## src/rtl/mips_mem_arbiter.sv

```systemverilog
// Two-to-one arbiter: MIPS32 split instruction/data ports onto one unified word-addressed memory port.
// Data has priority; a saturating starvation counter forces a fetch grant after STARVE_LIMIT data grants.
//
// state | meaning
// IDLE  | no transaction in flight, arbitrate pending requests
// DATA  | data transaction held on the unified port, waiting for Mem_Ready
// INST  | fetch transaction held on the unified port, waiting for Mem_Ready
// ACK_D | DataMem_Ready pulse cycle, no grant
// ACK_I | InstMem_Ready pulse cycle, no grant
module mips_mem_arbiter #(
    parameter int STARVE_LIMIT = 4
) (
    input  logic        clock,
    input  logic        reset_n,
    input  logic        DataMem_Read,
    input  logic [3:0]  DataMem_Write,
    input  logic [29:0] DataMem_Address,
    input  logic [31:0] DataMem_Out,
    output logic [31:0] DataMem_In,
    output logic        DataMem_Ready,
    input  logic        InstMem_Read,
    input  logic [29:0] InstMem_Address,
    output logic [31:0] InstMem_In,
    output logic        InstMem_Ready,
    output logic        Mem_Read,
    output logic [3:0]  Mem_Write,
    output logic [29:0] Mem_Address,
    output logic [31:0] Mem_WriteData,
    input  logic [31:0] Mem_ReadData,
    input  logic        Mem_Ready
);

    localparam int CntW = (STARVE_LIMIT > 0) ? $clog2(STARVE_LIMIT + 1) : 1;
    localparam logic [CntW-1:0] CntMax = CntW'(STARVE_LIMIT);

    typedef enum logic [2:0] {
        IDLE,
        DATA,
        INST,
        ACK_D,
        ACK_I
    } stateT;

    stateT           state;
    stateT           stateNext;
    logic [CntW-1:0] starveCnt;
    logic            dataPending;
    logic            starveHit;
    logic            grantInst;
    logic            grantData;

    assign dataPending = DataMem_Read | (|DataMem_Write);
    assign starveHit   = (STARVE_LIMIT != 0) && (starveCnt == CntMax);
    assign grantInst   = (state == IDLE) && InstMem_Read && (!dataPending || starveHit);
    assign grantData   = (state == IDLE) && dataPending && !grantInst;

    always_ff @(posedge clock or negedge reset_n) begin
        if (!reset_n) state <= IDLE;
        else          state <= stateNext;
    end

    always_comb begin
        stateNext = state;
        case (state)
            IDLE: begin
                if (grantInst)      stateNext = INST;
                else if (grantData) stateNext = DATA;
            end
            DATA:    if (Mem_Ready) stateNext = ACK_D;
            INST:    if (Mem_Ready) stateNext = ACK_I;
            ACK_D,
            ACK_I:   stateNext = IDLE;
            default: stateNext = IDLE;
        endcase
    end

    // Unified-port request registers and CPU-side response registers.
    always_ff @(posedge clock or negedge reset_n) begin
        if (!reset_n) begin
            Mem_Read      <= 1'b0;
            Mem_Write     <= 4'b0;
            Mem_Address   <= 30'b0;
            Mem_WriteData <= 32'b0;
            DataMem_In    <= 32'b0;
            DataMem_Ready <= 1'b0;
            InstMem_In    <= 32'b0;
            InstMem_Ready <= 1'b0;
        end else begin
            DataMem_Ready <= 1'b0;
            InstMem_Ready <= 1'b0;
            case (state)
                IDLE: begin
                    if (grantInst) begin
                        Mem_Read    <= 1'b1;
                        Mem_Write   <= 4'b0;
                        Mem_Address <= InstMem_Address;
                    end else if (grantData) begin
                        Mem_Address <= DataMem_Address;
                        if (DataMem_Read) begin
                            Mem_Read  <= 1'b1;
                            Mem_Write <= 4'b0;
                        end else begin
                            Mem_Read      <= 1'b0;
                            Mem_Write     <= DataMem_Write;
                            Mem_WriteData <= DataMem_Out;
                        end
                    end
                end
                DATA: begin
                    if (Mem_Ready) begin
                        // Mem_Read still reflects the held request here: only reads update DataMem_In.
                        if (Mem_Read) DataMem_In <= Mem_ReadData;
                        Mem_Read      <= 1'b0;
                        Mem_Write     <= 4'b0;
                        DataMem_Ready <= 1'b1;
                    end
                end
                INST: begin
                    if (Mem_Ready) begin
                        InstMem_In    <= Mem_ReadData;
                        Mem_Read      <= 1'b0;
                        Mem_Write     <= 4'b0;
                        InstMem_Ready <= 1'b1;
                    end
                end
                default: ;
            endcase
        end
    end

    always_ff @(posedge clock or negedge reset_n) begin
        if (!reset_n) begin
            starveCnt <= '0;
        end else if (grantInst) begin
            starveCnt <= '0;
        end else if (grantData) begin
            if (!InstMem_Read)
                starveCnt <= '0;
            else if ((STARVE_LIMIT != 0) && (starveCnt != CntMax))
                starveCnt <= starveCnt + CntW'(1);
        end
    end

endmodule

```

## config.mk

```make
export PLATFORM = sky130hd
export DESIGN_NAME = mips_mem_arbiter
export DESIGN_NICKNAME = d
export VERILOG_FILES = /design/src/rtl/mips_mem_arbiter.sv
export SDC_FILE = /design/constraint.sdc
export NUM_CORES = 1
export LEC_CHECK = 0
export CAP_MARGIN = 20
export CORE_MARGIN = 3
export CORE_UTILIZATION = 30
export DETAILED_ROUTE_END_ITERATION = 7
export SKIP_CTS_REPAIR_TIMING = 1
export SLEW_MARGIN = 5
export SYNTH_ARGS = -nofsm -noshare
export SYNTH_HDL_FRONTEND = slang
export SYNTH_SLANG_ARGS = --single-unit
```

## constraint.sdc

```tcl
create_clock -name clock -period 1.8 [get_ports clock]
set_input_delay 0.18 -clock clock [delete_from_list [all_inputs] [get_ports clock]]
set_output_delay 0.18 -clock clock [all_outputs]
set_load 0.01 [all_outputs]
```

==> results.ini, run 1 <==
[logic_synthesis]
syn_area_mm2=0.005713
ys_top_cells_by_area=dfrtp_1, mux2_2, mux2_4, a31oi_1, o21ai_0
async_flop_share_pct=100.0
yosys_warnings=0
syn_area_per_cell_um2=13.29
synth-edff-count=0
syn-num-nets=565
ys_types=34
synth_top_area_cell=dfrtp_1
yosysTopAreaCellShare_pct=60.88
synthFlopType=dfrtp_1
ys_seq_area_share_pct=60.88
ys_ff_latch=139
syn_inst=430

[clock_network]
cts-root-buf=clkbuf_16
clk_latency_ps=410
clk_path_buf_depth=2
cts.sinks=139
numCtsBuffers=17
cts_tree=built
clk_pin_slew_ps=60
htree_levels=4

[setup_path]
end_kind=flip-flop
reg2regPathDepth=6
arrival_ps=2040
critPathSlowestCell=and4b_4
r2r_start=starveCnt[0]
crit_type=reg2reg
cp-start-kind=flip-flop
cp_top_family=simple AND/OR/NAND/NOR gates
worstReg2RegEnd=Mem_WriteData[4]
cp.required_ps=2090
cpPeakStageDelay_ps=360
cp_max_fo=9
crit_path_cell_trace=inv_1, ha_1, nand3_2, and4b_4, buf_8, mux2_2
r2r_slack_ps=50
cp_num_buf_inv=2

[timing]
setup_viol=0
fmax_mhz=571.1
worst_pin_slew_ps=466.3
tns_ps=0
max_slew_margin_pct=68.91
fin_crit_ps=1751
finalHoldViolations=0
final_max_slew_viol_count=0
finClkSkew_ps=11.61
period_share_pct=97.28

[route]
drt_first_pass_iters=4
vias=4591
drtIter0Drc=178
viasPerCell=4.787
routed_wl_um=16970
drcViolationCount=0
drtAntennaViolNets=0
wl_per_cell_um=17.69

[placed_design]
place_area_mm2=0.008869
dp_hpwl_um=11940
placed_cells=921
portBuffers=265
place.gp.congestion=0.7579

[die]
die_x_um=144.0
die_h_um=144.0
die-area_mm2=0.02073
initial_core_util_pct=31.17
ioPinCount=266
fp-row-count=49
coreArea_mm2=0.01833

[finish]
mostFrequentLayoutCells=clkdlybuf4s50_1, dfrtp_1, mux2_2
drive_above_1_share_pct=22.74
instances_no_fill=959
layout_commonest_cell=clkdlybuf4s50_1
num_antenna_cells=0
final_area_mm2=0.009605
final_nets=852
syn2layout_area_growth_pct=68.13

[power]
netSwitchingPower_mw=5.369
pwr-share-comb_pct=46.1
p_sw_share_pct=31.29
p_total_mw=17.16
pwr-share-clk_pct=21.7
p_seq_share_pct=32.2
power.density_mw_per_mm2=1786
leakage_nw=3.995
ir_drop_uv=673.8
internal_power_mw=11.79

[global_route]
grt_usage_pct=15.94
grt-ovfl-total=0
grt_max_degree=49
antenna_found_initial=0
grt_pass1_wl_um=25830
grt_pass1_vias=4841

[worst_hold_path]
hold_depth=2
worstHoldStart=DataMem_Write[3]
hp-class=in2reg
worst_hold_path.endpoint=Mem_Write[3]

[status]
outcome=completed

[job]
drv_cap=0

==> worst register-to-register path: stages (launching register included) <==
cell and delay (ps):
dfrtp_1 340, inv_1 70, ha_1 240, nand3_2 120, and4b_4 360, buf_8 170
mux2_2 340
==> area by class of cell <==
cell class	count	area [um^2]
fill	1556	8726
multi-input combinational	257	2111
timing repair buffer	299	3094
clock buffer	20	436.7
clock inverter	12	187.7
inverter	3	11.26
sequential	139	3478
tap	229	286.5
==> worst max path at each step <==
stage / from / endpoint / slack [ps] / cells past startpoint
global placement: DataMem_Write[1] / Mem_WriteData[8] / -460 / 6
CTS: DataMem_Write[1] / Mem_WriteData[5] / -40 / 6
floorplan: DataMem_Write[1] / Mem_WriteData[10] / -50 / 6
finish: starveCnt[0] / Mem_WriteData[4] / 50 / 6
global route: starveCnt[0] / Mem_WriteData[2] / -6 / 6
detailed placement: DataMem_Write[1] / Mem_WriteData[7] / -490 / 6
==> metal layers <==
| metal | track usage [%] | routed length (um) |
|---|---|---|
| met3 | 5.060 | 1358 |
| met1 | 19.69 | 6945 |
| met2 | 26.87 | 8473 |
| met5 | 0 | 0 |
| met4 | 4.658 | 191 |
==> state kept, by name, indices dropped and copies added (netlist names), 3 cells and up <==
name and count:
DataMem_In 32, Mem_Address 30, state 3, Mem_WriteData 32, InstMem_In 32, Mem_Write 4
starveCnt 3
==> cell families after synthesis <==
family,Yosys count,share of synthesized area [%]
fa+ha+maj,2,0.4380
buf+inv,34,2.978
simple gates,50,4.183
xor+xnor,1,0.1533
mux,96,20.63
compound gates,108,10.73
flops,139,60.88
==> metrics by stage <==
step	worst slack [ps]	util [%]	hold WS, ps
final	48.98	52.40	41.70
after global routing	-5.608	52.40	41.66
after CTS	-37.03	51.78	-294.6
after detailed placement	-486.3	48.38	155.2
after global placement	-460.7	48.38	144.0
after floorplan	-45.36	-	-115.6
==> cells in the mapped netlist, types with 2 or more instances <==
library cell / count
nand2_1: 4
a31oi_1: 31
buf_6: 2
dfrtp_1: 139
nor2_1: 30
buf_1: 3
ha_1: 2
mux2_2: 70
nand3_1: 3
buf_2: 4
a21oi_1: 33
nor4bb_1: 2
mux2_4: 26
buf_8: 2
clkbuf_1: 20
a22o_1: 4
inv_1: 3
nor3_1: 3
o21ai_0: 34
==> power by group through the flow <==
stage / registers (mW) / clock network, mW / logic (mW)
2_1_floorplan: 6.18 / 0 / 2.76
3_3_place_gp: 5.50 / 0 / 7.74
3_5_place_dp: 5.56 / 0 / 7.87
4_1_cts: 5.54 / 3.81 / 7.89
5_1_grt: 5.72 / 3.96 / 8.49
6_report: 5.53 / 3.72 / 7.91
Power figures use the tool's default switching activity.
==> inputs of run 2 (changes only) <==
Settings changed: MAX_ROUTING_LAYER set to met4, RECOVER_POWER set to 25.
==> results.ini, run 2 (synthesis gave the netlist of run 1 again) <==
[status]
outcome=completed  ; unchanged

[die]
fp-row-count=49  ; unchanged
coreArea_mm2=0.01833  ; unchanged
ioPinCount=266  ; unchanged
die_h_um=144.0  ; unchanged
die-area_mm2=0.02073  ; unchanged
initial_core_util_pct=31.17  ; unchanged
die_x_um=144.0  ; unchanged

[timing]
worst_pin_slew_ps=1270  ; was 466.3 ps
fin_crit_ps=1755  ; was 1751 ps
final_max_slew_viol_count=0  ; unchanged
max_slew_margin_pct=15.35  ; was 68.91%
fmax_mhz=569.9  ; was 571.1 MHz
setup_viol=0  ; unchanged
finalHoldViolations=0  ; unchanged
finClkSkew_ps=12.15  ; was 11.61 ps
period_share_pct=97.48  ; was 97.28%
timing.final.ws_setup_ps=45.39  ; was 48.98 ps

[global_route]
grt_pass1_wl_um=25750  ; was 25830 um
grt_pass1_vias=4862  ; was 4841
grt_max_degree=49  ; unchanged
antenna_found_initial=0  ; unchanged
grt_usage_pct=16.42  ; was 15.94%
grt-ovfl-total=0  ; unchanged

[setup_path]
cp.required_ps=2090  ; about the same
cpPeakStageDelay_ps=360  ; about the same
end_kind=flip-flop  ; unchanged
critPathSlowestCell=and4b_4  ; unchanged
cp_top_family=simple AND/OR/NAND/NOR gates  ; unchanged
arrival_ps=2040  ; about the same
cp-start-kind=flip-flop  ; unchanged
cp_num_buf_inv=2  ; unchanged
crit_type=reg2reg  ; unchanged
crit_path_cell_trace=inv_1, ha_1, nand3_2, and4b_4, buf_8, mux2_2  ; unchanged
cp_max_fo=9  ; unchanged

[route]
vias=4596  ; was 4591
drt_first_pass_iters=4  ; unchanged
viasPerCell=4.792  ; was 4.787
drtIter0Drc=225  ; was 178
routed_wl_um=17060  ; was 16970 um
wl_per_cell_um=17.79  ; was 17.69 um
drcViolationCount=0  ; unchanged
drtAntennaViolNets=0  ; unchanged

[finish]
layout_commonest_cell=clkdlybuf4s50_1  ; unchanged
drive_above_1_share_pct=22.74  ; unchanged
mostFrequentLayoutCells=clkdlybuf4s50_1, dfrtp_1, mux2_2  ; unchanged
num_antenna_cells=0  ; unchanged
top_regs=DataMem_In: 32 flops, InstMem_In: 32 flops, Mem_WriteData: 32 flops  ; unchanged
nFillCells=1558  ; was 1556
syn2layout_area_growth_pct=68.02  ; was 68.13%
final_nets=852  ; unchanged

[clock_network]
clk_latency_ps=410  ; about the same
cts-root-buf=clkbuf_16  ; unchanged
cts.sinks=139  ; unchanged
clk_pin_slew_ps=60  ; about the same
cts_tree=built  ; unchanged
clk_path_buf_depth=2  ; unchanged
htree_levels=4  ; unchanged
numCtsBuffers=17  ; unchanged

[power]
p_total_mw=17.17  ; was 17.16 mW
power.density_mw_per_mm2=1789  ; was 1786 mW/mm^2
ir_drop_uv=674.9  ; was 673.8 uV
leakage_nw=3.993  ; was 3.995 nW

[placed_design]
dp_hpwl_um=11940  ; unchanged
portBuffers=265  ; unchanged
place.gp.congestion=0.7678  ; was 0.7579
place_ws_ps=-486.3  ; unchanged

[job]
drv_cap=0  ; unchanged

[worst_hold_path]
hp-class=in2reg  ; unchanged

-- run 2: cell count changes in the layout (fill, tap and decap cells not counted) --
cell,delta
buf_6,-1
clkbuf_2,+1
-- run 2: cell type report --
cell class                 instances  area, um^2  area share [%]
inverter                           3       11.26          0.1173
sequential                       139        3478           36.24
timing repair buffer             299        3088           32.17
tap                              229       286.5           2.985
multi-input combinational        257        2111           21.99
clock inverter                    12       187.7           1.955
clock buffer                      20       436.7           4.549
-- run 2: through the flow --
stage | setup TNS [ps] | instances | utilization [%] | hold slack [ps] | area [um^2]
3_5_place_dp | -26950 | 921 | 48.38 | 155.2 | 8869
6_report | 0 | 959 | 52.36 | 43.09 | 9599
4_1_cts | -850.0 | 953 | 51.78 | -294.6 | 9493
5_1_grt | -8.223 | 959 | 52.36 | 41.65 | 9599
2_1_floorplan | -1145 | 430 | - | -115.6 | 5720
3_3_place_gp | -25220 | 921 | 48.38 | 144.0 | 8869
-- run 2: where the power goes --
group          total [mW]  switching [mW]  internal, mW
sequential           5.53           0.856          4.68
combinational        7.92            3.15          4.77
clock                3.72            1.38          2.34
-- run 2: worst paths after layout --
path | start | endpoint | slack, ps | cells past startpoint
worst min-delay path | DataMem_Write[3] | Mem_Write[3] | 40 | 2
max in group asynchronous | reset_n | starveCnt[0] | 320 | 3
worst max register to register | starveCnt[0] | Mem_WriteData[4] | 50 | 6
worst min register to register | Mem_Write[0] | Mem_Write[0] | 500 | 1
min in group asynchronous | reset_n | DataMem_In[23] | 580 | 2
worst max-delay path | starveCnt[0] | Mem_WriteData[4] | 50 | 6
-- run 2: routing by layer --
| metal | up-vias | GRT usage, % | wire length [um] |
|---|---|---|---|
| met5 | - | - | 0 |
| met4 | 0 | 4.658 | 190 |
| met3 | 14 | 4.067 | 1107 |
| met2 | 187 | 26.92 | 8520 |
| met1 | 2270 | 20.28 | 7242 |
| li1 | 2125 | - | - |
==> inputs of run 3 (changes only) <==
Settings changed: CTS_CLUSTER_SIZE set to 24.
==> results of run 3 <==
No change in the layout: final DEF, timing and power equal those of run 2.
